`src/rtl/gpout_probe.sv`:
```
// -----------------------------------------------------------------------------
// gpout_probe
//   Routes any of NSRC internal debug sources to each of NCH general-purpose
//   output pins. Every channel has its own conditioning mode so that short or
//   fast events stay visible on a scope or logic analyser. One shared
//   programmable clock divider is also provided.
//
// Ports
//   clk        : sole clock
//   reset      : synchronous, active-high reset
//   i_src      : flattened source vector, bit k is source k
//   i_sel      : per-channel source select, channel c uses [c*SELW +: SELW]
//   i_mode     : per-channel mode, channel c uses [c*2 +: 2]
//                0 = direct, 1 = registered, 2 = pulse-stretch, 3 = edge-toggle
//   i_div      : divider setting N
//   o_gpout    : conditioned channel outputs
//   o_div_clk  : clk divided by 2*(N+1), registered
// -----------------------------------------------------------------------------
module gpout_probe #(
   parameter int unsigned NCH     = 6,
   parameter int unsigned NSRC    = 64,
   parameter int unsigned SELW    = 6,
   parameter int unsigned STRETCH = 15,
   parameter int unsigned DIVW    = 8
) (
   input  logic                 clk,
   input  logic                 reset,
   input  logic [NSRC-1:0]      i_src,
   input  logic [NCH*SELW-1:0]  i_sel,
   input  logic [NCH*2-1:0]     i_mode,
   input  logic [DIVW-1:0]      i_div,
   output logic [NCH-1:0]       o_gpout,
   output logic                 o_div_clk
);

   localparam int unsigned NPAD = 2**SELW;
   localparam int unsigned CNTW = $clog2(STRETCH + 1);

   localparam logic [1:0] MODE_DIRECT  = 2'd0;
   localparam logic [1:0] MODE_REG     = 2'd1;
   localparam logic [1:0] MODE_STRETCH = 2'd2;
   localparam logic [1:0] MODE_TOGGLE  = 2'd3;

   // Zero-padding the source vector to the full select range makes any
   // select at or above NSRC read back as 0 without a separate compare.
   logic [NPAD-1:0] src_pad;
   assign src_pad = NPAD'(i_src);

   // Edge detection is suppressed on the first cycle out of reset.
   logic vld;

   always_ff @(posedge clk) begin
      if (reset) begin
         vld <= 1'b0;
      end else begin
         vld <= 1'b1;
      end
   end

   for (genvar c = 0; c < NCH; c++) begin : g_ch
      logic [SELW-1:0] sel;
      logic [1:0]      mode;
      logic            s;
      logic            r_s;
      logic            prev;
      logic            tog;
      logic [CNTW-1:0] cnt;
      logic [SELW-1:0] last_sel;
      logic [1:0]      last_mode;
      logic            cfg_chg;
      logic            rise;
      logic            gp;

      assign sel  = i_sel[c*SELW +: SELW];
      assign mode = i_mode[c*2 +: 2];
      assign s    = src_pad[sel];

      // A reconfiguration cycle never counts as an edge, so switching onto a
      // source that is already high does not fire a stretch or toggle.
      assign cfg_chg = (sel != last_sel) || (mode != last_mode);
      assign rise    = vld && !cfg_chg && s && !prev;

      // Conditioning state; runs in every mode so a mode switch starts clean.
      always_ff @(posedge clk) begin
         if (reset) begin
            r_s       <= 1'b0;
            prev      <= 1'b0;
            tog       <= 1'b0;
            cnt       <= '0;
            last_sel  <= '0;
            last_mode <= '0;
         end else begin
            r_s       <= s;
            prev      <= s;
            last_sel  <= sel;
            last_mode <= mode;
            if (cfg_chg) begin
               cnt <= '0;
               tog <= 1'b0;
            end else begin
               if (rise) begin
                  cnt <= CNTW'(STRETCH);
               end else if (cnt != '0) begin
                  cnt <= cnt - CNTW'(1);
               end
               if (rise) begin
                  tog <= ~tog;
               end
            end
         end
      end

      // Output select; direct mode is a pure combinational path.
      always_comb begin
         gp = 1'b0;
         case (mode)
            MODE_DIRECT:  gp = s;
            MODE_REG:     gp = r_s;
            MODE_STRETCH: gp = (cnt != '0);
            MODE_TOGGLE:  gp = tog;
            default:      gp = 1'b0;
         endcase
      end

      assign o_gpout[c] = gp;
   end

   // Shared divider; the >= compare lets a lowered setting wrap immediately.
   logic [DIVW-1:0] dcnt;

   always_ff @(posedge clk) begin
      if (reset) begin
         dcnt      <= '0;
         o_div_clk <= 1'b0;
      end else if (dcnt >= i_div) begin
         dcnt      <= '0;
         o_div_clk <= ~o_div_clk;
      end else begin
         dcnt      <= dcnt + DIVW'(1);
      end
   end

endmodule
```
`config.mk`:
```
export PLATFORM = sky130hd
export DESIGN_NAME = gpout_probe
export DESIGN_NICKNAME = d
export VERILOG_FILES = /design/src/rtl/gpout_probe.sv
export SDC_FILE = /design/constraint.sdc
export NUM_CORES = 1
export LEC_CHECK = 0
export ABC_CLOCK_PERIOD_IN_PS = 9600
export CAP_MARGIN = 5
export CORE_MARGIN = 2
export CORE_UTILIZATION = 27
export CTS_CLUSTER_DIAMETER = 200
export DETAILED_ROUTE_END_ITERATION = 6
export DONT_BUFFER_PORTS = 1
export GPL_ROUTABILITY_DRIVEN = 1
export PLACE_DENSITY = 0.51
export SLEW_MARGIN = 25
export SYNTH_ARGS = -nofsm -noshare
export SYNTH_HDL_FRONTEND = slang
export SYNTH_SLANG_ARGS = --single-unit
export TNS_END_PERCENT = 100
```
`constraint.sdc`:
```
create_clock -name clk -period 9.6 [get_ports clk]
set_clock_uncertainty 0.1 [all_clocks]
set_input_delay 2.88 -clock clk [delete_from_list [all_inputs] [get_ports clk]]
set_output_delay 2.88 -clock clk [all_outputs]
set_load 0.01 [all_outputs]
```
# Word-level counts from Yosys, hierarchy flattened
# Cells that the tools add are included.
word_totals:
  reg_bits: 94
  inputBits: 122
  out_inout_bits: 7
  elab_cells: 176
op_classes:
  addsub: 7
  magnitude_cmp: 7
  eq_ne: 30
  mux: 31
  bitwise: 7
  n_reduce_logical: 61
op_table:
  columns: ["operator", "n"]
  rows:
  - ["4-bit two-way mux", 12]
  - ["6-bit by 7-bit less-than comparator with 1-bit output, second input constant", 6]
  - ["1-bit binary-select mux with 6-bit select", 6]
  - ["6-bit inequality test", 6]
  - ["2-bit equality test, second input constant", 12]
  - ["1-bit one-hot mux with 4 select lines", 6]
  - ["4-bit nonzero test", 6]
  - ["4-bit by 1-bit subtractor with 4-bit output, second input constant", 6]
  - ["1-bit logical AND", 18]
  - ["2-bit OR reduction", 7]
  - ["2-bit by 1-bit equality test with 1-bit output, second input constant", 6]
  - ["1-bit logical NOT", 12]
  - ["2-bit logical NOT", 6]
  - ["2-bit inequality test", 6]
  - ["2-bit nonzero test", 6]
  - ["8-bit by 1-bit adder with 8-bit output, second input constant", 1]
  - ["8-bit >= comparator", 1]
  - ["1-bit two-way mux", 7]
  - ["1-bit NOT", 7]
  - ["1-bit logical OR", 6]

# Logic depth before layout (Yosys ltp)
logic_depth:
  depth_word: 7
  ltp_mapped: 11
  mapped_depth_nobuf: 9

# Worst setup path after synthesis
# OpenSTA, ideal clock, no wires.
synth_path:
  path_type: "input port to output port"
  from: "input port i_sel[18]"
  to: "output port o_gpout[3]"
  arrival_ns: 4.812
  required_time_ns: 6.620
  path_slack_ns: 1.808
  stages: 11
  path_cell_list: "clkbuf_1 > buf_2 > buf_4 > mux2i_1 > nand3_1 > nand4_1 > nand4_1 > nor2_1 > a21oi_1 > mux4_2 > buf_4"
synth_between:
  elab_chain_cells: 3
synth_lines:
  columns: ["element", "line_no", "rtl"]
  rows:
  - ["from (decl)", "29", "input logic [NCH*SELW-1:0] i_sel,"]
  - ["1-bit binary-select mux with 6-bit select", "76", "assign s = src_pad[sel];"]
  - ["1-bit two-way mux (not written as such)", "76", null]
  - ["1-bit one-hot mux with 4 select lines", "116", "case (mode)"]
  - ["to (decl)", "32", "output logic [NCH-1:0] o_gpout,"]
# Every way passes these cells. The select of a mux whose other input is x is not followed.

# Worst setup path in the final report
layout_path:
  from: "input port i_sel[10]"
  to: "output port o_gpout[1]"
# The elaborated chain is that of the path after synthesis.

==> impl_metrics.ini <==
[setup_path]
cp.required_ns = 6.62
arrival_ns = 4.62
r2r_end = dcnt[2]
crit_chain = inv_1 > mux4_2 > a22oi_1 > nand3_1 > mux2i_1 > nor3_1 > a211oi_1
cp_max_fo = 6
cp-endpoint = o_gpout[1]
slowest_delay_ns = 0.53
critPathLaunch = i_sel[10]
reg2reg_from = dcnt[0]
ff2ff_setup_slack_ns = 7.42
cp-start-kind = input pin
r2r_cells = 9
path_class = input pin to output pin
end_kind = output pin
critPathSlowestCell = mux4_2

[logic_synthesis]
yosys_warnings = 0
yosysTopAreaCellShare = 0.242
synth_seq_cells = 94
synth_edf_count = 0
synth_cell_type_count = 55
synth_area_leader_cell = mux2i_1
ys_top_cells_by_area = mux2i_1 24%, dfxtp_1 23%, mux4_2 6.4%, nor2b_1 4.8%, xnor2_1 3.6%
postSynthNetCount = 1033
synthArstFlopShare = 0
yosysSeqAreaShare = 0.233
netlist_area_sq_um = 8080
syn_area_per_cell_sq_um = 9.02
syn_inst = 896
synth_ff_type = dfxtp_1

[clocking]
cts_setup_buffers = 0
cts_tree = done
numCtsBuffers = 9
cts_hold_buf = 0
clockRootBuffer = clkbuf_16
clk_pin_slew_ns = 0.06
cts_buffer_depth = 2
clk_latency_ns = 0.35
numClockSinks = 94
cts_resized = 0
htreeDepth = 3

[pwr]
ir_worst_vdd_uv = 62.4
p_per_area_nw_per_um2 = 111
leakage_nw = 3.39
finalPower_mw = 0.935

[placement]
gp_congestion = 0.842
dp_hpwl_um = 19900
portBuffers = 0

[floorplanning]
core-area_sq_um = 29600
die_x_um = 177
dieArea_sq_um = 31300
start_util = 0.273
rows = 63
pin_count = 129
die_h_um = 177

[global_routing]
grt_max_degree = 57
grt_pass1_vias = 6283
grt_first_pass_wirelength_um = 39500
track_usage = 0.168
antenna_found_initial = 0
globalRouteOverflowTotal = 0

[sta]
tns_ns = 0
grt_setup_unrepaired = false
timing.final.crit_period_ns = 7.60
post-route-period-util = 0.791
fmax_mhz = 132
hold_viol_final = 0
tightest_slew_ns = 0.694
setup_viol = 0
slew_violations = 0
relSlewSlack = 0.533

[detailed_routing]
wirelength_um = 26400
post_drt_wl_per_cell_um = 21.4
vias = 6544
drt_first_pass_iters = 5
ant_nets = 0
viasPerCell = 5.30
drc = 0
drtIter0Drc = 508

[finish]
syn2layout_area_growth_pct = 4.57
antenna_cells = 0
final_nets = 977
drive_gt1_frac = 0.0664

[outcome]
outcome = finished, final reports clean

[flow_run]
max_cap_viol_count = 0

[min_path]
hold_path.class = flop to flop
## cell usage in the layout, fill, tap and decap left out, types with 12 or more instances in the layout
cell     synthesis  routed
mux2_2          12      12
mux4_2          23      23
a21oi_1         25      25
xor2_1          32      32
ha_1            15      15
inv_1           30      30
a22oi_1         29      29
o21a_1          13      13
xnor2_1         33      33
mux2i_1        195     195
nand2_1         47      47
nand3_1         52      52
nor2_1          38      38
nor2b_1         62      62
dfxtp_1         94      94
## metal layers
| layer | GRT usage | vias up | wire length (um) |
|---|---|---|---|
| met5 | 0 | - | 0 |
| met4 | 0.0451 | 0 | 482 |
| met3 | 0.0546 | 28 | 2500 |
| met2 | 0.256 | 265 | 11400 |
| met1 | 0.228 | 3113 | 12000 |
| li1 | - | 3138 | - |
## through the flow
| step | std cells | util | hold WS, ns | cell area, sq um | worst slack, ns |
|---|---|---|---|---|---|
| 6_report | 1234 | 0.286 | 0.378 | 8450 | 2.00 |
| 2_1_floorplan | 896 | - | 0.340 | 8080 | 1.81 |
| 4_1_cts | 1234 | 0.286 | 0.381 | 8450 | 1.91 |
| 3_3_place_gp | 1219 | 0.277 | 0.359 | 8170 | 1.93 |
| 5_1_grt | 1234 | 0.286 | 0.451 | 8450 | 1.88 |
| 3_5_place_dp | 1219 | 0.277 | 0.372 | 8170 | 1.91 |
## cells in the mapped netlist (5+ instances only)
library cell / number
a31oi_1: 7
xnor2_1: 33
ha_1: 15
nor3_1: 11
nor2_1: 38
dfxtp_1: 94
buf_6: 5
nand2_1: 47
nor3b_1: 5
clkbuf_1: 21
xor2_1: 32
mux2i_1: 195
nor2b_1: 62
nand3_1: 52
a22oi_1: 29
and2_1: 8
mux2_2: 12
a21oi_1: 25
nor4_1: 6
or3_1: 8
o21ai_0: 9
o21a_1: 13
nand3b_1: 7
mux4_2: 23
inv_1: 30
nand2b_1: 9
buf_4: 17
nand4_1: 10
a211oi_1: 10
buf_2: 19
## cell families after synthesis
logic type / share of synthesized area
XOR/XNOR: 0.0705
flip-flops: 0.233
multiplexers: 0.322
AO/OA/AOI/OAI: 0.105
buffers and inverters: 0.0630
AND/OR/NAND/NOR: 0.183
adder cells (fa/ha/maj): 0.0232
## flip-flops by register name, summed over array words and instances, names as in the netlist
signal          flops
g_ch.last_mode     12
g_ch.last_sel      36
g_ch.tog            6
vld                 1
o_div_clk           1
g_ch.prev           6
g_ch.cnt           24
dcnt                8
## critical path, delay by kind of cell
family | cells | cell delay, ns
AOI/OAI and AO/OA | 2 | 0.65
muxes | 2 | 0.73
buffers and inverters | 1 | 0.15
and+or+nand+nor | 2 | 0.20
## cell type report
class / count / area [sq um]
clock buffer: 11 / 243
clock inverter: 4 / 31.3
fill: 3128 / 21100
inverter: 31 / 116
multi-input combinational: 704 / 5690
sequential: 94 / 1880
tap: 390 / 488
## where the power goes
group	switching, mW	leakage (nW)	total, mW	internal (mW)
registers	0.00891	0.773	0.414	0.405
logic	0.0725	2.49	0.177	0.105
clock network	0.161	0.124	0.344	0.183
## worst min path at each step
| stage | start | end | cells after the start |
|---|---|---|---|
| finish | g_ch[0].tog | g_ch[0].tog | 2 |
| global route | g_ch[3].tog | g_ch[3].tog | 2 |
| CTS | g_ch[0].tog | g_ch[0].tog | 2 |
| detailed placement | g_ch[0].tog | g_ch[0].tog | 2 |
| global placement | g_ch[0].tog | g_ch[0].tog | 2 |
| floorplan | g_ch[0].tog | g_ch[0].tog | 2 |
Note: power is estimated with default switching activity, not from simulation.
